**src/rtl/tdm_demux.sv**
```systemverilog
// tdm_demux: receive end of the TDM serial link.
// Rebuilds CHANNELS words of WIDTH bits from a serial bit stream.
// Channel 0 arrives first, and each channel is sent MSB first.
// Optional macro TDM_PARITY_CHECK_EN appends an even-parity bit to each frame
// and adds the parity_err output.
//
// state | meaning
// IDLE  | waiting for an accepted bit with frame_start=1
// RECV  | frame partly received; cnt holds the number of bits taken so far
module tdm_demux #(
    parameter int CHANNELS = 4,
    parameter int WIDTH    = 4
) (
    input  logic                         clock,
    input  logic                         resetn,
    input  logic                         din,
    input  logic                         din_valid,
    input  logic                         frame_start,
    output logic [CHANNELS*WIDTH-1:0]    ch_data,
    output logic                         frame_valid,
    output logic                         busy,
`ifdef TDM_PARITY_CHECK_EN
    output logic                         parity_err,
`endif
    output logic                         sync_err
);

    localparam int N = CHANNELS * WIDTH;
`ifdef TDM_PARITY_CHECK_EN
    // The parity bit sits at index N, so the counter must be able to reach N.
    localparam int LAST = N;
    localparam int CW   = $clog2(N + 2);
`else
    localparam int LAST = N - 1;
    localparam int CW   = $clog2(N + 1);
`endif
    localparam logic [CW-1:0] LAST_IDX = CW'(LAST);

    typedef enum logic {IDLE = 1'b0, RECV = 1'b1} state_t;

    state_t          state, state_d;
    logic [CW-1:0]   cnt, cnt_d;
    logic [N-1:0]    sr, sr_d;
    logic [N-1:0]    frame_word;
    logic            frame_done;
    logic            resync;
`ifdef TDM_PARITY_CHECK_EN
    logic            par, par_d;
    logic            perr;
`endif

    // State, bit counter and shift register.
    always_ff @(posedge clock) begin
        if (!resetn) begin
            state <= IDLE;
            cnt   <= '0;
            sr    <= '0;
`ifdef TDM_PARITY_CHECK_EN
            par   <= 1'b0;
`endif
        end else begin
            state <= state_d;
            cnt   <= cnt_d;
            sr    <= sr_d;
`ifdef TDM_PARITY_CHECK_EN
            par   <= par_d;
`endif
        end
    end

    // Next-state logic: shift accepted bits, detect frame end and resync.
    always_comb begin
        state_d    = state;
        cnt_d      = cnt;
        sr_d       = sr;
        frame_done = 1'b0;
        resync     = 1'b0;
`ifdef TDM_PARITY_CHECK_EN
        par_d      = par;
        perr       = 1'b0;
`endif
        if (din_valid) begin
            if (frame_start) begin
                // A frame_start always begins a new frame. Inside RECV it also
                // discards the partial frame, even if this would have been
                // the final bit.
                resync  = (state == RECV);
                sr_d    = {sr[N-2:0], din};
                cnt_d   = CW'(1);
                state_d = RECV;
`ifdef TDM_PARITY_CHECK_EN
                par_d   = din;
`endif
            end else if (state == RECV) begin
                if (cnt == LAST_IDX) begin
                    state_d = IDLE;
                    cnt_d   = '0;
`ifdef TDM_PARITY_CHECK_EN
                    // The parity bit is only checked. It is never shifted into
                    // the data register.
                    if ((par ^ din) == 1'b0) frame_done = 1'b1;
                    else                     perr       = 1'b1;
`else
                    sr_d       = {sr[N-2:0], din};
                    frame_done = 1'b1;
`endif
                end else begin
                    sr_d  = {sr[N-2:0], din};
                    cnt_d = cnt + 1'b1;
`ifdef TDM_PARITY_CHECK_EN
                    par_d = par ^ din;
`endif
                end
            end
        end
    end

    // Reorder the arrival-order shift register into channel slots.
    // The first channel received lands in the lowest slot.
    always_comb begin
        frame_word = '0;
        for (int k = 0; k < CHANNELS; k++) begin
            frame_word[k*WIDTH +: WIDTH] = sr_d[N-1-k*WIDTH -: WIDTH];
        end
    end

    // Registered outputs: frame capture and one-cycle status pulses.
    always_ff @(posedge clock) begin
        if (!resetn) begin
            ch_data     <= '0;
            frame_valid <= 1'b0;
            sync_err    <= 1'b0;
`ifdef TDM_PARITY_CHECK_EN
            parity_err  <= 1'b0;
`endif
        end else begin
            if (frame_done) ch_data <= frame_word;
            frame_valid <= frame_done;
            sync_err    <= resync;
`ifdef TDM_PARITY_CHECK_EN
            parity_err  <= perr;
`endif
        end
    end

    assign busy = (state == RECV);

endmodule

```
**config.mk**
```make
export PLATFORM = sky130hd
export DESIGN_NAME = tdm_demux
export DESIGN_NICKNAME = d
export VERILOG_FILES = /design/src/rtl/tdm_demux.sv
export SDC_FILE = /design/constraint.sdc
export NUM_CORES = 1
export LEC_CHECK = 0
export BUFFER_PORTS_ARGS = -buffer_cell sky130_fd_sc_hd__buf_2
export CAP_MARGIN = 20
export CELL_PAD_IN_SITES_DETAIL_PLACEMENT = 2
export CELL_PAD_IN_SITES_GLOBAL_PLACEMENT = 2
export CORE_ASPECT_RATIO = 1.2
export CORE_MARGIN = 3
export CORE_UTILIZATION = 32
export DETAILED_ROUTE_END_ITERATION = 8
export PLACE_DENSITY_LB_ADDON = 0.12
export SLEW_MARGIN = 10
export SYNTH_ARGS = -nofsm -noshare
export SYNTH_HDL_FRONTEND = slang
export SYNTH_SLANG_ARGS = --single-unit
```
**constraint.sdc**
```tcl
create_clock -name clock -period 1.75 [get_ports clock]
set_input_delay 0.0875 -clock clock [delete_from_list [all_inputs] [get_ports clock]]
set_output_delay 0.0875 -clock clock [all_outputs]
set_load 0.05 [all_outputs]
```
* Yosys cells after proc, flatten, opt, wreduce, memory -nomap -nowiden
Cells that the tools add are included.
** Storage, ports and cells
- Word-level logic and storage cells :: 24
- Bits in registers :: 40
** Operators by class
- Add/sub/neg operators :: 1
- Equal/unequal tests :: 1
- Reductions and logical operators :: 3
- Multiplexer cells :: 13
** Operators by type and width (count)
- 16-bit 2-to-1 mux :: 3
- 5-bit 2-to-1 mux :: 3
- 1-bit 2-to-1 mux :: 7
- 5-bit by 1-bit adder with 5-bit output (second input constant) :: 1
- 5-bit by 4-bit == test with 1-bit output (second input constant) :: 1
- 3-bit AND reduction :: 1
- 2-bit AND reduction :: 1
- 2-bit nonzero test :: 1

* Longest topological paths before layout
- Depth after elaboration :: 5
- Mapped depth :: 6

* Worst setup path before layout
Ideal clock, no wire load.
- Path kind :: register -> register
- From :: reg state (netlist: busy)
- To :: reg ch_data[10]
- Cell stages (with the launch flop) :: 7
- Buffers on the path :: 3
- Setup time :: 0.070 ns
- Setup slack :: 0.231 ns
- Arrival time :: 1.449 ns
- Cells stage by stage :: dfxtp_1 -> buf_6 -> and3b_1 -> buf_4 -> buf_4 -> nand3_1 -> a21oi_1
** On the way
- Word-level cells in the longest chain between the ends :: 3
- Elaborated cells on any way between the ends :: 6
** RTL lines
- start, declared :: RTL line 41 : state_t state, state_d;
- start signal, assigned :: RTL line 62 : state <= state_d;
- 16-bit 2-to-1 mux / 1-bit 2-to-1 mux (equally long branches) :: RTL line 94 : end else if (state == RECV) begin
- 16-bit 2-to-1 mux / 1-bit 2-to-1 mux (equally long branches) :: RTL line 83 : if (frame_start) begin
- 16-bit 2-to-1 mux / 1-bit 2-to-1 mux (equally long branches) :: RTL line 82 : if (din_valid) begin
- end signal, assigned :: RTL line 137 : if (frame_done) ch_data <= frame_word;
- end, declared :: RTL line 19 : output logic [CHANNELS*WIDTH-1:0] ch_data,
Several ways; a longest one is shown, not always the timed one.
A chain may end at the register's enable or synchronous reset.

* Final worst setup path
- From :: reg cnt[0]
- To :: reg cnt[0]
** On the way
- Word-level cells in the longest chain between the ends :: 4
- Elaborated cells on any way between the ends :: 5
** RTL lines
- start, declared :: RTL line 42 : logic [CW-1:0] cnt, cnt_d;
- start signal, assigned :: RTL line 63 : cnt <= cnt_d;
- 5-bit by 1-bit adder with 5-bit output / 5-bit by 4-bit == test with 1-bit output (equally long branches) :: RTL line 109, 95
- 5-bit 2-to-1 mux (*) :: RTL line 95 : if (cnt == LAST_IDX) begin
- 5-bit 2-to-1 mux (*) :: RTL line 94
- 5-bit 2-to-1 mux (*) :: RTL line 83
Every way passes the cells marked *; elsewhere a longest branch is shown, timed or not. The select of a mux whose other input is x is not followed.

==> out/qor.txt <==
CELLS AND AREA
--------------------------------------------------------------------------------------
Footprint of the multi-input gates                                            644 um^2
Fill count                                                                         524
Layout overhead on the synthesized area                                          15.1%
Ant. Diodes                                                                          0
Layout cells sized above 1                                                       19.8%
Finished Layout Cells                                                              260
FF/Latch Area                                                                 781 um^2
Final layout net count                                                             207

DETAILED ROUTING
--------------------------------------------------------------------------------------
Routed length per placed instance                                              16.2 um
Starting DRT DRC Count                                                              21
TritonRoute pass-1 iters                                                             4
DRC viols                                                                            0
Vias                                                                              1369
Antenna-violating nets left                                                          0
Drt total wl                                                                   4220 um
Vias per Instance                                                                 5.27

FLOORPLANNING
--------------------------------------------------------------------------------------
Std cell rows                                                                       27
Number of top-level design ports                                                    24
Core Region                                                               0.00463 mm^2
Die ar.                                                                   0.00574 mm^2
Effective utilization at floorplan                                               33.6%
Chip width                                                                     69.6 um
Die height                                                                     82.4 um

CLOCK NETWORK
--------------------------------------------------------------------------------------
Maximum level of the CTS H-tree                                                      2
Root Buffer                                                                   clkbuf_8
Buffer depth of the longest clock path                                               2
Number of buffers inserted by post-CTS setup repair                                  0
Insertion delay of the later-clocked pin in the worst-skew pair                0.29 ns
Clock slew at the register clock pins of the worst setup and hold paths        0.07 ns
CTS tree                                                                           yes
Cts bufs inserted                                                                    5
Resize count post-CTS                                                                1
Hold-fix buffers, CTS                                                                0
Sink Count                                                                          39

CRITICAL PATH
--------------------------------------------------------------------------------------
Critical path endpoint category                                               register
Largest stage delay on the critical path                                       0.41 ns
Register-to-register setup slack                                               0.12 ns
R2R depth                                                                            4
CP startpoint                                                             cnt[0]$_SDFFE_PN0P_
Worst Path Max Fanout                                                               17
Startpoint kind of the worst setup timing path                                register
Endpoint required time on the critical path                                    1.96 ns
Crit-path cells                                                           ha_1, and4b_2, or3_1, a31oi_1
Termination of the worst setup path                                       cnt[0]$_SDFFE_PN0P_
Reg2Reg Launch Point                                                      cnt[0]$_SDFFE_PN0P_
Worst setup path class                                                      reg -> reg
Worst-path cell with the longest stage delay                                     or3_1
Critical register-to-register path endpoint                               cnt[0]$_SDFFE_PN0P_
Data arrival time at the worst-slack endpoint                                  1.84 ns

GLOBAL ROUTE
--------------------------------------------------------------------------------------
Global routing usage on met3                                                     3.51%
Overflow after GRT                                                                   0
Global routing's busiest layer                                                    met2
Global-route usage over all layers                                               15.7%
Vias in the first global route                                                    1421
Met1 Resource Use GR                                                             17.3%
Maximum number of pins on one net before global-route repair                        22
GR Util met2                                                                     29.3%
Global-route wire length before repair                                         6960 um
Antenna violations before repair                                                     0

TIMING
--------------------------------------------------------------------------------------
Setup violation total in the final timing report                                     0
Least-Margin Pin Slew                                                         0.591 ns
Min Clock Period, post-route                                                   1.63 ns
Peak Freq                                                                      612 MHz
Final number of hold-violating endpoints                                             0
Unrepaired setup endpoints after global routing                                  false
Worst-case clock skew                                                       0.00852 ns
Final period util                                                                93.3%
Headroom to the max-slew limit                                                   60.6%
Total negative slack                                                              0 ns
Total count of max-transition violations in the final report                         0
Min setup slack post-route                                                    0.117 ns

SYNTHESIS
--------------------------------------------------------------------------------------
Largest area contributor in the synthesized netlist                            dfxtp_1
Synthesized cell area                                                     0.00156 mm^2
Cell variety after synth                                                            27
Proportion of netlist area held by the largest area contributor                  50.2%
Register area share after synthesis                                              50.2%
Cell types with the largest area share after synthesis                    dfxtp_1 50%, a21oi_1 11%, nand2_1 8.9%
Post-Synthesis Mean Instance Area                                            8.55 um^2
Synthesized net count                                                              188
Seq cells post-synth                                                                39
Count of synthesis-stage warnings from yosys                                         0
EDFF count, synth                                                                    0
Fraction of registers with async set/reset                                          0%
Most instantiated flip-flop cell in the synthesis netlist                      dfxtp_1
Post-Syn Instances                                                                 182

FLOW RUN
--------------------------------------------------------------------------------------
# Max-Cap Violations                                                                 0

STATUS
--------------------------------------------------------------------------------------
Run status                                                                finished, final reports clean

HOLD PATH
--------------------------------------------------------------------------------------
Worst min-delay path category                                                in -> reg

PWR
--------------------------------------------------------------------------------------
Peak supply drop                                                            0.000469 V
Power Dens Cells                                                           984 mW/mm^2
Leakage component of the power                                                0.674 nW
Sum of internal, switching and leakage power                                   1.76 mW

PLACEMENT
--------------------------------------------------------------------------------------
Final weighted congestion in routability-driven placement                        0.706
Count of port buffers added during placement                                        23
Post-placement setup slack                                                   0.0396 ns
Placed wire-length estimate                                                    2820 um
Cell count after placement                                                         252

[worst min-delay path by stage]
| stage | depth (start not counted) | endpoint | slack, ns | startpoint |
|---|---|---|---|---|
| final | 3 | sync_err$_SDFF_PN0_ | 0.05 | resetn |
| after global routing | 3 | cnt[4]$_SDFFE_PN0P_ | 0.06 | resetn |
| after CTS | 3 | sr[0]$_SDFF_PN0_ | 0.04 | din |
| after detailed placement | 3 | sr[0]$_SDFF_PN0_ | 0.35 | din |
| after global placement | 3 | cnt[4]$_SDFFE_PN0P_ | 0.34 | resetn |
| after floorplan | 2 | sync_err$_SDFF_PN0_ | 0.21 | resetn |
[stage by stage]
stage | cell area (um^2) | hold WS [ns] | utilization (%)
final | 1790 | 0.0495 | 38.7
after CTS | 1790 | 0.0416 | 38.7
after floorplan | 1560 | 0.208 | -
after global routing | 1790 | 0.0597 | 38.7
after detailed placement | 1670 | 0.354 | 36.1
after global placement | 1670 | 0.344 | 36.1
[cell families after synthesis]
group                    Yosys count  synth area share, %
flip-flops                        39                 50.2
adder cells (fa/ha/maj)            1                0.804
buffers and inverters             18                 8.45
AO/OA/AOI/OAI                     59                 20.6
AND/OR/NAND/NOR                   65                 20.0
[placed cells by master (no fill, tap or decap)]
master and instances:
and4b_2 1, ha_1 1, or3_1 2, nand4_1 1
buf_2 23, buf_12 1, and3b_1 1, a32oi_1 1
o21a_1 1, nand4b_1 1, o21ai_0 18, buf_4 4
bufinv_16 1, inv_4 1, nor3_1 1, clkinv_2 1
inv_1 1, nor2_1 2, nand2_1 37, dfxtp_1 39
clkbuf_8 6, o21ai_4 1, or4_1 1, a41o_1 1
a21oi_1 35, nand3_1 17, nand3b_4 1, a31oi_1 2
[critical path: cells and delay by family (launching register included)]
kind	cells	cell delay (ns)
AND/OR/NAND/NOR	2	0.81
flip-flops	1	0.34
adder cells (fa/ha/maj)	1	0.26
AO/OA/AOI/OAI	1	0.15
[synthesized netlist by cell type, types with 2 or more instances]
library cell  count
a21oi_1          35
a31oi_1           2
clkbuf_1          5
o21ai_0          18
nor2_1            2
or3_1             2
buf_4             2
dfxtp_1          39
nand3_1          17
buf_2             3
nand2_1          37
buf_6             4
clkbuf_8          2
[sequential cells by signal, indices dropped and copies added (netlist names)]
signal       flops
ch_data         16
sr              15
cnt              5
busy             1
frame_valid      1
sync_err         1
[metal layers]
| layer | vias to the layer above | routed length [um] |
|---|---|---|
| met3 | 7 | 141 |
| met1 | 669 | 1820 |
| met5 | - | 0 |
| met2 | 25 | 2170 |
| li1 | 668 | - |
| met4 | 0 | 83 |
[report_power, final]
part / switching [mW] / internal [mW]
clock network: 0.312 / 0.461
logic: 0.0625 / 0.0246
registers: 0.00932 / 0.893
total: 0.384 / 1.38
[layout make-up]
type                       count  share of cell area [%]
timing repair buffer          28                    9.22
clock buffer                   6                    4.61
inverter                       2                   0.559
sequential                    39                    43.6
tap                           58                    4.05
clock inverter                 2                    1.96
multi-input combinational    125                    36.0
(Power assumes the default switching activity.)
